===== src/rtl/vertical_count.sv =====
// Vertical timing stage: counts scan lines on line_end, tracks the vertical region,
// and drives vsync, vertical enable, frame_start and frame_count (VCOUNT_FRAME_COUNTER_EN).
module vertical_count #(
  parameter logic [10:0] SYNC_PULSE   = 11'd6,
  parameter logic [10:0] FRONT_PORCH  = 11'd29,
  parameter logic [10:0] VISIBLE_AREA = 11'd768,
  parameter logic [10:0] BACK_PORCH   = 11'd3,
  parameter logic [10:0] WHOLE_FRAME  = 11'd806
) (
  input  logic        slow_clock,
  input  logic        reset_n,
  input  logic        line_end,
  output logic [10:0] out_vertical_counter,
  output logic        vsync,
  output logic        enable_display_vertically,
  output logic [1:0]  out_region,
  output logic        frame_start,
  output logic [7:0]  frame_count
);

  typedef enum logic [1:0] {
    SYNC    = 2'd0,
    FRONT   = 2'd1,
    VISIBLE = 2'd2,
    BACK    = 2'd3
  } region_t;

  localparam logic [10:0] VISIBLE_START = SYNC_PULSE + FRONT_PORCH;
  localparam logic [10:0] BACK_START    = VISIBLE_START + VISIBLE_AREA;
  localparam logic [10:0] LAST_LINE     = WHOLE_FRAME - 11'd1;

  region_t     state;
  region_t     next_state;
  logic [10:0] next_count;
  logic        wrap;

  // Transitions look at the count the line is about to become, so the region
  // lands on the same edge as the counter with no skew.
  // NOTE: every always_comb output is given a default first so no latch is inferred.
  always_comb begin
    next_state = state;
    wrap       = (out_vertical_counter == LAST_LINE);
    next_count = wrap ? 11'd0 : out_vertical_counter + 11'd1;
    unique case (state)
      SYNC:    if (next_count == SYNC_PULSE)    next_state = FRONT;
      FRONT:   if (next_count == VISIBLE_START) next_state = VISIBLE;
      VISIBLE: if (next_count == BACK_START)    next_state = BACK;
      BACK:    if (wrap)                        next_state = SYNC;
      default: next_state = SYNC;
    endcase
  end

  // NOTE: sequential state uses non-blocking assignments so all registers see pre-edge values.
  always_ff @(posedge slow_clock or negedge reset_n) begin
    if (!reset_n) begin
      out_vertical_counter      <= 11'd0;
      state                     <= SYNC;
      vsync                     <= 1'b0;
      enable_display_vertically <= 1'b0;
      frame_start               <= 1'b0;
    end else begin
      frame_start <= line_end & wrap;
      if (line_end) begin
        out_vertical_counter      <= next_count;
        state                     <= next_state;
        vsync                     <= (next_state != SYNC);
        enable_display_vertically <= (next_state == VISIBLE);
      end
    end
  end

  assign out_region = state;

`ifdef VCOUNT_FRAME_COUNTER_EN
  always_ff @(posedge slow_clock or negedge reset_n) begin
    if (!reset_n)
      frame_count <= 8'd0;
    else if (line_end && wrap)
      frame_count <= frame_count + 8'd1;
  end
`else
  assign frame_count = 8'd0;
`endif

endmodule

===== config.mk =====
export PLATFORM = sky130hd
export DESIGN_NAME = vertical_count
export DESIGN_NICKNAME = d
export VERILOG_FILES = /design/src/rtl/vertical_count.sv
export SDC_FILE = /design/constraint.sdc
export NUM_CORES = 1
export LEC_CHECK = 0
export ABC_AREA = 1
export BUFFER_PORTS_ARGS = -buffer_cell sky130_fd_sc_hd__buf_2
export CAP_MARGIN = 20
export CORE_MARGIN = 10
export CORE_UTILIZATION = 54
export DETAILED_ROUTE_END_ITERATION = 8
export PLACE_DENSITY = 0.79
export SETUP_SLACK_MARGIN = 0.15
export SYNTH_ARGS = -nofsm -noshare
export SYNTH_HDL_FRONTEND = slang
export SYNTH_SLANG_ARGS = --single-unit

===== constraint.sdc =====
create_clock -name slow_clock -period 2.07 [get_ports slow_clock]
set_clock_uncertainty 0.15 [all_clocks]
set_input_delay 0.3105 -clock slow_clock [delete_from_list [all_inputs] [get_ports slow_clock]]
set_output_delay 0.3105 -clock slow_clock [all_outputs]
set_load 0.03 [all_outputs]

Yosys cells after proc, flatten, opt, wreduce, memory -nomap -nowiden
Cells that the tools add are included.

Flip-flop bits (word level): 16. Bits in latches: 0. RAM bits: 0. Memory bits (read-only): 0. Input bits: 3. Output and inout port bits: 24. Memories: 0.

Add/sub/neg operators: 1. $mul: 0. Divide/modulo/power cells: 0. Magnitude comparators: 0. Equality and inequality tests: 8. Shifts and indexed selects: 0. Multiplexer cells: 6. Bitwise gates (word level): 1. Reductions and logical operators: 2.

Operators with widths (count): 11-bit by 10-bit == test with 1-bit output (second input constant) (2); 11-bit by 1-bit adder with 11-bit output (second input constant) (1); 11-bit by 3-bit == test with 1-bit output (second input constant) (1); 11-bit by 6-bit == test with 1-bit output (second input constant) (1); 11-bit two-way mux (1); 2-bit two-way mux (4); 2-bit case mux with 4 select lines (1); 2-bit == test (second input constant) (3); 2-bit by 1-bit == test with 1-bit output (second input constant) (1); 2-bit logical NOT (1); 2-bit nonzero test (1); 1-bit bitwise AND (1).

Longest topological paths before layout
Word-level depth: 6. Gate-level depth with buffers: 15.

Worst setup path after synthesis
No wires, ideal clock.

Path type: reg2reg. Start: register out_vertical_counter[0]. End: register enable_display_vertically. Arrival: 1.808 ns. Required time: 1.798 ns. Slack: -0.010 ns. Cell stages (with the launch flop): 13. Path through: dfrtp_1 ha_1 inv_1 nor2_2 nand2_1 nand2_1 nand3_2 nor2_1 nand2_1 o21bai_2 nand2_1 nand3_2 a21oi_1.

Cells in the longest elaborated chain, start to end: 6.

Ends and longest elaborated chain: start: declaration (line 13) `output logic [10:0] out_vertical_counter,`; start signal: assignment (line 64) `out_vertical_counter <= next_count;`; 11-bit by 1-bit adder with 11-bit output / 11-bit by 10-bit == test with 1-bit output (equally long branches) (line 43, 42); 11-bit two-way mux (line 43) `next_count = wrap ? 11'd0 : out_vertical_counter + 11'd1;`; 11-bit by 10-bit == test with 1-bit output (tied with other cells) (line 47) `VISIBLE: if (next_count == BACK_START) next_state = BACK;`; 2-bit two-way mux, on equally long branches (line 47, 45, 46); 2-bit case mux with 4 select lines * (line 44) `unique case (state)`; 2-bit == test * (line 67) `enable_display_vertically <= (next_state == VISIBLE);`; end signal: assignment (line 67); end: declaration (line 15) `output logic enable_display_vertically,`.

Every way passes the cells marked *; elsewhere a longest branch is shown, timed or not. A chain may end at the register's enable or synchronous reset.

Worst setup path in the final report
Start: register out_vertical_counter[1]. End: register vsync.

Cells in the longest elaborated chain, start to end: 6.

Ends and longest elaborated chain: 11-bit by 1-bit adder with 11-bit output / 11-bit by 10-bit == test with 1-bit output (equally long branches) (line 43, 42); 11-bit two-way mux (line 43); 11-bit by 10-bit == test with 1-bit output (tied with other cells) (line 47); 2-bit two-way mux, on equally long branches (line 47, 45, 46); 2-bit case mux with 4 select lines * (line 44); 2-bit nonzero test * (line 66) `vsync <= (next_state != SYNC);`; end signal: assignment (line 66); end: declaration (line 14) `output logic vsync,`.

Marks and branches as above.

==> out/results.txt <==
Status -> finished, final reports clean
Power Total -> 0.00174 W
Count of final setup violators -> 0
Synthesized area -> 0.00124 mm^2
Design area -> 0.00156 mm^2
Final worst-path cycle share -> 97.8%
Slew margin rel. -> 60.0%
Initial antenna violation count -> 0
Placed wire-length estimate -> 2330 um
Final Hold Viols -> 0
Die height -> 68.0 um
DP Area -> 0.00130 mm^2
Core Util, Final -> 70.5%
CTS root buf -> clkbuf_4
Critical Path AT -> 2.10 ns
# IOs -> 27
Area grow syn2layout -> 25.5%
Most common cell in the netlist -> nand2_1
Crit path capture type -> register
Number of fillers in the final layout -> 186
Remaining routing DRC violations -> 0
Startpoint Class -> register
Syn Area/Cell -> 6.83 um^2
Die area -> 0.00462 mm^2
Sink Count -> 16
Pwr/cell area -> 1110 mW/mm^2
Unique masters post-synth -> 25
Slew Limit Fails -> 0
Placed insts -> 222
Die Width -> 68.0 um
Max FO, Critical Path -> 4
Finished Layout Cells -> 236
HP Class -> primary input to register
CTS tree -> built
Vias -> 1290
Post-synth ARST share -> 100%
Largest net degree at the start of global routing -> 21
Cell row count -> 17
RSZ-0062 raised after global routing -> true
Slowest-stage cell, CP -> dfrtp_2
Gr ovfl total -> 0
Number of H-tree levels -> 1
Slew @ Worst Pin -> 0.600 ns
Pre-antenna DRT Iters -> 4
Top_reg_cell synth -> dfrtp_1
FMAX -> 494 MHz
RePlAce Congestion -> 0.887
Area share of the largest cell type after synthesis -> 32.2%
Vias in the first global route -> 1239
CTS clk-pin slew, worst paths -> 0.11 ns
Starting Density -> 56.2%
Seq cells post-synth -> 16
Inserted Diodes -> 0
Req. time, crit path -> 2.15 ns
Cell leakage power -> 0.749 nW
Clock latency on the worst-skew pair -> 0.30 ns
Crit path kind -> register to register
Cells after synthesis -> 182
Share of cells above drive strength 1 -> 41.3%
First-pass GRT wire length -> 5750 um
Core area -> 0.00221 mm^2
Maximum vdd drop -> 0.700 mV
IO buf count -> 18
Drt via density -> 5.47
Largest area contributor in the netlist -> dfrtp_1
Clock tree buffer depth -> 2
Total number of yosys warnings -> 0
Synth top cells by count -> nand2_1 (49), inv_1 (19), nor2_1 (18)
Synth area leaders -> dfrtp_1 (32%), nand2_1 (15%), nand3_1 (6.8%)
Max stage delay on crit path -> 0.47 ns
Initial DRC count -> 94
Post-synthesis sequential area ratio -> 32.2%
Max Cap Viol -> 0
Final min period -> 2.02 ns
Total Nets Final -> 214
Number of enable flip-flop cells after synthesis -> 0
Drt total wl -> 3600 um
Worst path cell trace -> inv_2, ha_4, inv_1, nor2_2, nand3_2, nand2_1, nand2_2, nor2_4, nand2_2, o21bai_2, nand2_1, nand3_2, nand2_2, nand2_1
CTS Buf Count -> 3
WL/cell -> 15.3 um
Post-route ant nets -> 0
Gr usage total -> 15.8%
layout make-up:
class / instances / area [um^2] / share of cell area (%)
inverters: 22 / 82.6 / 5.29
multi-input cells: 138 / 833 / 53.4
flip-flops and latches: 16 / 408 / 26.1
clock buffers: 4 / 26.3 / 1.68
repair buffers: 28 / 175 / 11.2
well taps: 28 / 35.0 / 2.25
report_power, final:
part / internal (W) / switching (W) / total [W]
clock: 0.0000749 / 0.000105 / 0.000180
sequential: 0.000399 / 0.000147 / 0.000546
combinational: 0.000347 / 0.000663 / 0.00101
total: 0.000821 / 0.000915 / 0.00174
metal layers:
metal | vias to the layer above | GRT usage (%) | part of all wire [%]
met5 | - | 0 | 0
met4 | 0 | 5.28 | 2.9
met3 | 14 | 4.40 | 8.2
met2 | 61 | 27.2 | 51
met1 | 599 | 18.6 | 38
li1 | 616 | - | -
state kept, by name, summed over array words and instances (netlist names):
signal / count
vsync: 1
out_region: 2
frame_start: 1
out_vertical_counter: 11
enable_display_vertically: 1
through the flow:
stage / setup slack (ns) / setup TNS [ns] / hold slack (ns)
6_report: 0.0454 / 0 / 0.190
5_1_grt: -0.0867 / -0.236 / 0.214
4_1_cts: 0.154 / 0 / 0.191
3_5_place_dp: 0.0407 / 0 / 0.102
3_3_place_gp: 0.135 / 0 / 0.0954
2_1_floorplan: 0.151 / 0 / -0.135
worst paths after layout:
path,startpoint,to,slack (ns),cells past startpoint
max,out_vertical_counter[1],vsync,0.05,14
min in group asynchronous,reset_n,out_vertical_counter[4],0.30,2
min reg2reg,vsync,vsync,0.37,2
max reg2reg,out_vertical_counter[1],vsync,0.05,14
min,line_end,out_vertical_counter[3],0.19,2
max in group asynchronous,reset_n,out_vertical_counter[6],1.17,2
critical path: cells and delay by family (launching register included):
family                   cells  cell delay [ns]
adder cells (fa/ha/maj)      1             0.13
flip-flops                   1             0.47
AND/OR/NAND/NOR             10             0.94
AO/OA/AOI/OAI                1             0.12
buffers and inverters        2             0.14
cells in the final DEF, fill, tap and decap left out, types with 4 or more instances in the layout:
| cell type | instances |
|---|---|
| buf_2 | 18 |
| nor2_1 | 13 |
| nor2_2 | 7 |
| nand2_1 | 38 |
| dfrtp_1 | 10 |
| o21ai_0 | 11 |
| conb_1 | 8 |
| buf_4 | 7 |
| inv_1 | 17 |
| nand4_1 | 5 |
| nor2_4 | 5 |
| nand2_2 | 17 |
| nand3_4 | 4 |
| nand3_1 | 12 |
| dfrtp_2 | 6 |
| inv_2 | 5 |
| nand3_2 | 7 |
kinds of logic (layout without fill, tap and decap cells):
kind of cell | after synthesis | count (layout) | synth area share [%]
compound gates | 17 | 17 | 7.65
buf+inv | 35 | 54 | 14.5
simple gates | 110 | 110 | 42.6
flops | 16 | 16 | 32.2
mux | 1 | 1 | 0.805
other cells | 1 | 8 | 0.302
fa+ha+maj | 2 | 2 | 2.01
repair_timing:
item | CTS | global route
hold buffers | 1 | 0
resized for setup | 25 | 17
setup buffers | 5 | 4
setup endpoints to repair | 4 | 4
pin swaps | 15 | 16
hold endpoints to repair | 16 | 0
Note: power is estimated with default switching activity, not from simulation.
